--- src/rtl/bpfvm_ctrl_mc.sv ---
// Multi-cycle BPF VM controller: drives datapath selects/enables with configurable code/packet
// memory read latency, plus an instruction-count watchdog that rejects runaway filters.
module bpfvm_ctrl_mc #(
   parameter int CODE_LAT  = 1,
   parameter int PKT_LAT   = 1,
   parameter int MAX_INSTS = 4096,
   parameter int CNT_W     = 16
) (
   input  logic             clk,
   input  logic             rst,
   input  logic             mem_ready,
   input  logic [15:0]      opcode,
   input  logic             set,
   input  logic             eq,
   input  logic             gt,
   input  logic             ge,
   input  logic             A_is_zero,
   input  logic             X_is_zero,
   input  logic             imm_is_zero,
   output logic [2:0]       A_sel,
   output logic [2:0]       X_sel,
   output logic [1:0]       PC_sel,
   output logic             addr_sel,
   output logic             A_en,
   output logic             X_en,
   output logic             PC_en,
   output logic             PC_rst,
   output logic             B_sel,
   output logic [3:0]       ALU_sel,
   output logic [1:0]       transfer_sz,
   output logic             regfile_wr_en,
   output logic             regfile_sel,
   output logic             inst_mem_rd_en,
   output logic             packet_mem_rd_en,
   output logic             accept,
   output logic             reject,
   output logic             timeout,
   output logic             busy,
   output logic [CNT_W-1:0] inst_count
);

   // Instruction classes (opcode[2:0])
   localparam logic [2:0] BPF_LD   = 3'd0;
   localparam logic [2:0] BPF_LDX  = 3'd1;
   localparam logic [2:0] BPF_ST   = 3'd2;
   localparam logic [2:0] BPF_STX  = 3'd3;
   localparam logic [2:0] BPF_ALU  = 3'd4;
   localparam logic [2:0] BPF_JMP  = 3'd5;
   localparam logic [2:0] BPF_RET  = 3'd6;
   localparam logic [2:0] BPF_MISC = 3'd7;

   // Addressing modes (opcode[7:5])
   localparam logic [2:0] BPF_IMM = 3'd0;
   localparam logic [2:0] BPF_ABS = 3'd1;
   localparam logic [2:0] BPF_IND = 3'd2;
   localparam logic [2:0] BPF_MEM = 3'd3;
   localparam logic [2:0] BPF_LEN = 3'd4;
   localparam logic [2:0] BPF_MSH = 3'd5;

   // Jump operations (opcode[7:4])
   localparam logic [3:0] BPF_JA   = 4'd0;
   localparam logic [3:0] BPF_JEQ  = 4'd1;
   localparam logic [3:0] BPF_JGT  = 4'd2;
   localparam logic [3:0] BPF_JGE  = 4'd3;
   localparam logic [3:0] BPF_JSET = 4'd4;

   // Return value source (opcode[4:3])
   localparam logic [1:0] RET_K = 2'd0;
   localparam logic [1:0] RET_X = 2'd1;
   localparam logic [1:0] RET_A = 2'd2;

   localparam logic [2:0] A_SEL_IMM        = 3'd0;
   localparam logic [2:0] A_SEL_PACKET_MEM = 3'd1;
   localparam logic [2:0] A_SEL_LEN        = 3'd2;
   localparam logic [2:0] A_SEL_MEM        = 3'd3;
   localparam logic [2:0] A_SEL_ALU        = 3'd4;
   localparam logic [2:0] A_SEL_X          = 3'd5;

   localparam logic [2:0] X_SEL_IMM        = 3'd0;
   localparam logic [2:0] X_SEL_PACKET_MEM = 3'd1;
   localparam logic [2:0] X_SEL_LEN        = 3'd2;
   localparam logic [2:0] X_SEL_MEM        = 3'd3;
   localparam logic [2:0] X_SEL_MSH        = 3'd4;
   localparam logic [2:0] X_SEL_A          = 3'd5;

   localparam logic [1:0] PC_SEL_PLUS_1   = 2'd0;
   localparam logic [1:0] PC_SEL_PLUS_JT  = 2'd1;
   localparam logic [1:0] PC_SEL_PLUS_JF  = 2'd2;
   localparam logic [1:0] PC_SEL_PLUS_IMM = 2'd3;

   localparam logic PACK_ADDR_ABS = 1'b0;
   localparam logic PACK_ADDR_IND = 1'b1;
   localparam logic REGFILE_IN_A  = 1'b0;
   localparam logic REGFILE_IN_X  = 1'b1;

   localparam int LAT_MAX = (CODE_LAT > PKT_LAT) ? CODE_LAT : PKT_LAT;
   localparam int LAT_W   = $clog2(LAT_MAX + 1);
   localparam logic [LAT_W-1:0] CODE_LOAD = LAT_W'(CODE_LAT - 1);
   localparam logic [LAT_W-1:0] PKT_LOAD  = LAT_W'(PKT_LAT - 1);
   localparam logic [CNT_W-1:0] LAST_INST = CNT_W'(MAX_INSTS - 1);

   typedef enum logic [3:0] {
      S_RESET, S_FETCH, S_FETCH_WAIT, S_DECODE, S_PKT_WAIT,
      S_WR_MEM_A, S_WR_MEM_X, S_WR_MSH_X, S_WR_ALU_A
   } state_t;

   typedef enum logic [1:0] {PEND_A, PEND_X, PEND_MSH} pend_t;

   state_t           state_reg;
   pend_t            pend_reg;
   logic [LAT_W-1:0] wait_cnt_reg;
   logic [CNT_W-1:0] inst_count_reg;

   logic [2:0] cls;
   logic [2:0] mode;
   logic [3:0] jop;
   logic [1:0] rval;
   logic       unused_hi;

   assign cls       = opcode[2:0];
   assign mode      = opcode[7:5];
   assign jop       = opcode[7:4];
   assign rval      = opcode[4:3];
   assign unused_hi = ^opcode[15:8];

   // Opcode fields forwarded to the datapath regardless of state
   assign B_sel       = opcode[3];
   assign ALU_sel     = opcode[7:4];
   assign transfer_sz = opcode[4:3];
   assign addr_sel    = (mode == BPF_IND) ? PACK_ADDR_IND : PACK_ADDR_ABS;
   assign regfile_sel = (cls == BPF_STX) ? REGFILE_IN_X : REGFILE_IN_A;
   assign busy        = (state_reg != S_RESET);
   assign inst_count  = inst_count_reg;

   logic       d_A_en, d_X_en, d_PC_en, d_rf_wr, d_pkt_rd, d_accept, d_reject, d_is_ret;
   logic [2:0] d_A_sel, d_X_sel;
   logic [1:0] d_PC_sel;
   state_t     d_next;
   pend_t      d_pend;
   logic       ret_ok;
   logic       watchdog;
   state_t     pkt_dest;

   // Decode of the instruction currently on opcode; only consumed in DECODE
   always_comb begin
      d_A_en   = 1'b0;
      d_X_en   = 1'b0;
      d_PC_en  = 1'b0;
      d_rf_wr  = 1'b0;
      d_pkt_rd = 1'b0;
      d_accept = 1'b0;
      d_reject = 1'b0;
      d_is_ret = 1'b0;
      d_A_sel  = A_SEL_IMM;
      d_X_sel  = X_SEL_IMM;
      d_PC_sel = PC_SEL_PLUS_1;
      d_next   = S_FETCH;
      d_pend   = PEND_A;
      ret_ok   = 1'b0;
      case (cls)
         BPF_LD: begin
            case (mode)
               BPF_IMM: begin d_A_en = 1'b1; d_A_sel = A_SEL_IMM; end
               BPF_MEM: begin d_A_en = 1'b1; d_A_sel = A_SEL_MEM; end
               BPF_LEN: begin d_A_en = 1'b1; d_A_sel = A_SEL_LEN; end
               BPF_ABS, BPF_IND: begin
                  d_pkt_rd = 1'b1;
                  d_pend   = PEND_A;
                  d_next   = (PKT_LAT == 1) ? S_WR_MEM_A : S_PKT_WAIT;
               end
               default: begin d_reject = 1'b1; d_next = S_RESET; end
            endcase
         end
         BPF_LDX: begin
            case (mode)
               BPF_IMM: begin d_X_en = 1'b1; d_X_sel = X_SEL_IMM; end
               BPF_MEM: begin d_X_en = 1'b1; d_X_sel = X_SEL_MEM; end
               BPF_LEN: begin d_X_en = 1'b1; d_X_sel = X_SEL_LEN; end
               BPF_ABS, BPF_IND: begin
                  d_pkt_rd = 1'b1;
                  d_pend   = PEND_X;
                  d_next   = (PKT_LAT == 1) ? S_WR_MEM_X : S_PKT_WAIT;
               end
               BPF_MSH: begin
                  d_pkt_rd = 1'b1;
                  d_pend   = PEND_MSH;
                  d_next   = (PKT_LAT == 1) ? S_WR_MSH_X : S_PKT_WAIT;
               end
               default: begin d_reject = 1'b1; d_next = S_RESET; end
            endcase
         end
         BPF_ST, BPF_STX: d_rf_wr = 1'b1;
         BPF_ALU: d_next = S_WR_ALU_A;
         BPF_JMP: begin
            d_PC_en = 1'b1;
            case (jop)
               BPF_JA:   d_PC_sel = PC_SEL_PLUS_IMM;
               BPF_JEQ:  d_PC_sel = eq  ? PC_SEL_PLUS_JT : PC_SEL_PLUS_JF;
               BPF_JGT:  d_PC_sel = gt  ? PC_SEL_PLUS_JT : PC_SEL_PLUS_JF;
               BPF_JGE:  d_PC_sel = ge  ? PC_SEL_PLUS_JT : PC_SEL_PLUS_JF;
               BPF_JSET: d_PC_sel = set ? PC_SEL_PLUS_JT : PC_SEL_PLUS_JF;
               default: begin d_PC_en = 1'b0; d_reject = 1'b1; d_next = S_RESET; end
            endcase
         end
         BPF_RET: begin
            d_is_ret = 1'b1;
            case (rval)
               RET_K:   ret_ok = !imm_is_zero;
               RET_X:   ret_ok = !X_is_zero;
               RET_A:   ret_ok = !A_is_zero;
               default: ret_ok = 1'b0;
            endcase
            d_accept = ret_ok;
            d_reject = !ret_ok;
            d_next   = S_RESET;
         end
         default: begin
            // MISC: only TAX (0x07) and TXA (0x87) exist
            if (opcode[7:3] == 5'b00000) begin
               d_X_en  = 1'b1;
               d_X_sel = X_SEL_A;
            end else if (opcode[7:3] == 5'b10000) begin
               d_A_en  = 1'b1;
               d_A_sel = A_SEL_X;
            end else begin
               d_reject = 1'b1;
               d_next   = S_RESET;
            end
         end
      endcase
   end

   // A RET landing on the last allowed instruction still gets its normal verdict
   assign watchdog = (state_reg == S_DECODE) && (inst_count_reg == LAST_INST) && !d_is_ret;

   always_comb begin
      case (pend_reg)
         PEND_X:   pkt_dest = S_WR_MEM_X;
         PEND_MSH: pkt_dest = S_WR_MSH_X;
         default:  pkt_dest = S_WR_MEM_A;
      endcase
   end

   always_comb begin
      A_sel            = A_SEL_IMM;
      X_sel            = X_SEL_IMM;
      PC_sel           = PC_SEL_PLUS_1;
      A_en             = 1'b0;
      X_en             = 1'b0;
      PC_en            = 1'b0;
      PC_rst           = 1'b0;
      regfile_wr_en    = 1'b0;
      inst_mem_rd_en   = 1'b0;
      packet_mem_rd_en = 1'b0;
      accept           = 1'b0;
      reject           = 1'b0;
      timeout          = 1'b0;
      case (state_reg)
         S_RESET: PC_rst = 1'b1;
         S_FETCH: begin
            inst_mem_rd_en = 1'b1;
            PC_en          = 1'b1;
            PC_sel         = PC_SEL_PLUS_1;
         end
         S_DECODE: begin
            if (watchdog) begin
               reject  = 1'b1;
               timeout = 1'b1;
            end else begin
               A_sel            = d_A_sel;
               X_sel            = d_X_sel;
               PC_sel           = d_PC_sel;
               A_en             = d_A_en;
               X_en             = d_X_en;
               PC_en            = d_PC_en;
               regfile_wr_en    = d_rf_wr;
               packet_mem_rd_en = d_pkt_rd;
               accept           = d_accept;
               reject           = d_reject;
            end
         end
         S_WR_MEM_A: begin A_en = 1'b1; A_sel = A_SEL_PACKET_MEM; end
         S_WR_MEM_X: begin X_en = 1'b1; X_sel = X_SEL_PACKET_MEM; end
         S_WR_MSH_X: begin X_en = 1'b1; X_sel = X_SEL_MSH; end
         S_WR_ALU_A: begin A_en = 1'b1; A_sel = A_SEL_ALU; end
         default: ;
      endcase
   end

   always_ff @(posedge clk) begin
      if (rst) begin
         state_reg      <= S_RESET;
         pend_reg       <= PEND_A;
         wait_cnt_reg   <= '0;
         inst_count_reg <= '0;
      end else begin
         case (state_reg)
            S_RESET: begin
               if (mem_ready) begin
                  state_reg      <= S_FETCH;
                  inst_count_reg <= '0;
               end
            end
            S_FETCH: begin
               wait_cnt_reg <= CODE_LOAD;
               state_reg    <= (CODE_LAT == 1) ? S_DECODE : S_FETCH_WAIT;
            end
            S_FETCH_WAIT: begin
               if (wait_cnt_reg <= LAT_W'(1)) state_reg <= S_DECODE;
               else wait_cnt_reg <= wait_cnt_reg - LAT_W'(1);
            end
            S_DECODE: begin
               if (inst_count_reg != {CNT_W{1'b1}})
                  inst_count_reg <= inst_count_reg + CNT_W'(1);
               pend_reg     <= d_pend;
               wait_cnt_reg <= PKT_LOAD;
               state_reg    <= watchdog ? S_RESET : d_next;
            end
            S_PKT_WAIT: begin
               if (wait_cnt_reg <= LAT_W'(1)) state_reg <= pkt_dest;
               else wait_cnt_reg <= wait_cnt_reg - LAT_W'(1);
            end
            S_WR_MEM_A, S_WR_MEM_X, S_WR_MSH_X, S_WR_ALU_A: state_reg <= S_FETCH;
            default: state_reg <= S_RESET;
         endcase
      end
   end

endmodule

--- config.mk ---
export PLATFORM = sky130hd
export DESIGN_NAME = bpfvm_ctrl_mc
export DESIGN_NICKNAME = d
export VERILOG_FILES = /design/src/rtl/bpfvm_ctrl_mc.sv
export SDC_FILE = /design/constraint.sdc
export NUM_CORES = 1
export LEC_CHECK = 0
export CAP_MARGIN = 20
export CORE_AREA = 2 2 72 74
export DETAILED_ROUTE_END_ITERATION = 12
export DIE_AREA = 0 0 74 76
export GPL_ROUTABILITY_DRIVEN = 0
export PLACE_DENSITY = 0.75
export SYNTH_ARGS = -nofsm -noshare
export SYNTH_HDL_FRONTEND = slang
export SYNTH_SLANG_ARGS = --single-unit
--- constraint.sdc ---
create_clock -name clk -period 4.1 [get_ports clk]
set_clock_uncertainty 0.15 [all_clocks]
set_input_delay 0.615 -clock clk [delete_from_list [all_inputs] [get_ports clk]]
set_output_delay 0.615 -clock clk [all_outputs]
set_load 0.02 [all_outputs]
==> impl_metrics.yaml <==
floorplanning:
  floorplan.die.height_um: 76
  io_pins: 70
  initial_core_util_pct: 38.2
  core_area_um2: 4910
  fp.dieArea_um2: 5620
  floorplan.die.width_um: 74
  placementRows: 26
placed_design:
  port_buffers: 61
  detailed_place_hpwl_mm: 3.88
  place.detailed.instances: 373
  placed_cell_area_um2: 2510
final_layout:
  design_area_um2: 2580
  fin_util_pct: 52.5
  largest_register_ffs: 16
  post_layout_nonfiller_instances: 377
  drive_gt1_share_pct: 7.49
  area_growth_syn_to_fin_pct: 37.5
  n_antenna_cell: 0
  nets: 336
clock_tree:
  postCtsHoldBufs: 0
  cts-buffers-inserted: 3
  clk_root_buffer_cell: "clkbuf_8"
  cts-resized-gates: 0
  clock_sinks: 22
  cts_setup_buffers: 0
  later_pin_clock_latency_in_the_skew_report_ps: 270
  cts_h_tree_lvls: 1
  cts-root-to-sink-buffers: 2
  tritoncts_clock_tree: "built"
  cts.reportedPaths.clkPinSlew_ps: 90
worst_setup_path:
  timing_worst_setup_path_type: "in -> out"
  critPathMostFrequentCell: "clkdlybuf4s50_1"
  crit_path_max_fanout: 5
  critPathTopFamily: "buffers and inverters"
  cp.arrival_ps: 2920
  slowest_stage: "clkdlybuf4s50_1"
  critPathMaxStageDelay_ps: 620
  worst-endpoint-required_ps: 3340
  path_cells: "clkdlybuf4s50_1 > nor4_1 > nand2_1 > nor3_1 > a32oi_1 > nor2_1 > clkdlybuf4s50_1"
  endpoint_kind: "output pin"
  startpoint_type: "input pin"
  crit_buf_inv: 2
logic_synthesis:
  ys_ff_latch: 22
  syn-mean-instance-area_um2: 7.29
  synthMostInstantiatedCell: "nor2_1"
  netlist.area_leader.share_pct: 23.5
  yosysTopAreaCell: "dfxtp_1"
  top_post_synthesis_cells_by_count: "nor2_1, dfxtp_1, a21oi_1"
  synth_cells: 257
  yosysSeqAreaShare_pct: 23.5
  distinct_cells_synth: 56
  fraction_of_synthesis_flops_using_an_asynchronous_set_or_reset_pin_pct: 0
  syn_nets: 285
  synthFlopType: "dfxtp_1"
  synth_enable_flop_cells: 0
  syn-cell-area_um2: 1870
  synth_top_cells_by_area: "dfxtp_1, nor2_1, xnor2_1"
  ys.warnings.count: 0
route:
  ant_nets: 0
  router_iterations_before_antenna_repair: 4
  drt-vias-per-instance: 5.46
  detail_route.drc_violations: 0
  wl_mm: 5.05
  wl_per_cell_um: 13.4
  drt_iter0_markers: 139
  dr_total_vias: 2059
outcome:
  run_status: "finished, final reports clean"
global_route:
  grt_pass1_vias: 1918
  grt_antenna_before_repair: 0
  grt_pass1_wl_mm: 8.68
  grt_remaining_overflow: 0
  pin_count_of_the_biggest_net_entering_global_routing: 16
  grt_usage_pct: 18.5
sta:
  normalized_max_slew_margin_pct: 37.6
  fin_tns_setup_ps: 0
  fmax_ghz: 0.271
  worst_hold_slack_ps: 360
  setup_viol_count_final: 0
  report.final.slew_viol_count: 0
  unrepaired_setup_endpoints_after_global_routing: "no"
  fin_crit_share_pct: 89.9
  hold_violations: 0
  post_layout_min_period_ps: 3690
  tightest_slew_ps: 935
pwr:
  power.leakage_nw: 0.845
  peakVddDrop_v: 0.000129
  power.density_nw_per_um2: 226
hold_path:
  min-delay-path-class: "reg -> reg"
flow_run:
  drv_cap: 0
[logic make-up (layout without fill, tap and decap cells)]
kind of cell	count (synthesis)	after routing	share of synthesized area, %
simple gates	111	111	30.4
compound gates	73	73	28.2
buf+inv	34	84	9.35
flops	22	22	23.5
xor+xnor	12	12	5.61
mux	3	3	1.60
fa+ha+maj	2	2	1.33
[where the power goes]
| part | internal, mW | leakage (nW) | switching [mW] |
|---|---|---|---|
| sequential | 0.217 | 0.178 | 0.00901 |
| clock | 0.131 | 0.0357 | 0.0756 |
| combinational | 0.0672 | 0.631 | 0.0835 |
| total | 0.415 | 0.845 | 0.168 |
[tightest hold or removal path, cell delays in order (launching register included)]
cell and delay [ps]:
dfxtp_1 350, a32oi_1 60, nor2_1 70
[layer usage]
metal	vias up	GRT usage (%)	routed length (µm)	part of all wire, %
met2	54	29.6	2470	49
li1	1030	-	-	-
met1	973	26.3	2360	47
met5	-	0	0	0
met4	0	3.09	4	0.079
met3	2	2.78	209	4.1
[placed cells by master (no fill, tap or decap), types with 3 or more instances in the layout]
| cell | Yosys | layout |
|---|---|---|
| nor2_1 | 32 | 32 |
| nand2b_1 | 10 | 10 |
| a211oi_1 | 8 | 8 |
| clkbuf_8 | 0 | 3 |
| a32oi_1 | 3 | 3 |
| dfxtp_1 | 22 | 22 |
| and3_1 | 5 | 5 |
| nand2_1 | 18 | 18 |
| nor3_1 | 9 | 9 |
| xnor2_1 | 12 | 12 |
| mux2i_1 | 3 | 3 |
| o21a_1 | 3 | 3 |
| a2111oi_2 | 4 | 4 |
| clkdlybuf4s50_1 | 0 | 61 |
| a21oi_1 | 19 | 19 |
| o21ai_0 | 4 | 4 |
| inv_1 | 8 | 8 |
| nor4_1 | 4 | 4 |
| nand4_1 | 3 | 3 |
| and2_1 | 6 | 6 |
| a31oi_1 | 4 | 4 |
| nand3_1 | 12 | 12 |
| o22ai_1 | 5 | 5 |
| buf_4 | 8 | 10 |
[final cells by class]
class                   count  area [µm²]
inverters                   9        33.8
clock inverters             1        30.0
clock buffers               3        41.3
flip-flops and latches     22         440
fillers                   494        2330
multi-input cells         201        1260
repair buffers             71         686
well taps                  70        87.6
[metrics by stage]
step           power (mW)  worst slack, ps
2_1_floorplan       0.325             1380
6_report            0.583              415
5_1_grt             0.612              199
3_3_place_gp        0.380              456
4_1_cts             0.587              409
3_5_place_dp        0.381              427
[path summary, 6_finish.rpt]
kind,start,endpoint,slack (ps),depth (start not counted)
min,pend_reg[1]$_SDFFE_PP0P_,pend_reg[1]$_SDFFE_PP0P_,360,2
max reg2reg,state_reg[0]$_SDFFE_PP0P_,inst_count[0]$_SDFFE_PP0P_,1710,5
min reg2reg,pend_reg[1]$_SDFFE_PP0P_,pend_reg[1]$_SDFFE_PP0P_,360,2
max,opcode[3],A_sel[2],410,7
No activity file was read; power rests on OpenSTA's default activity.
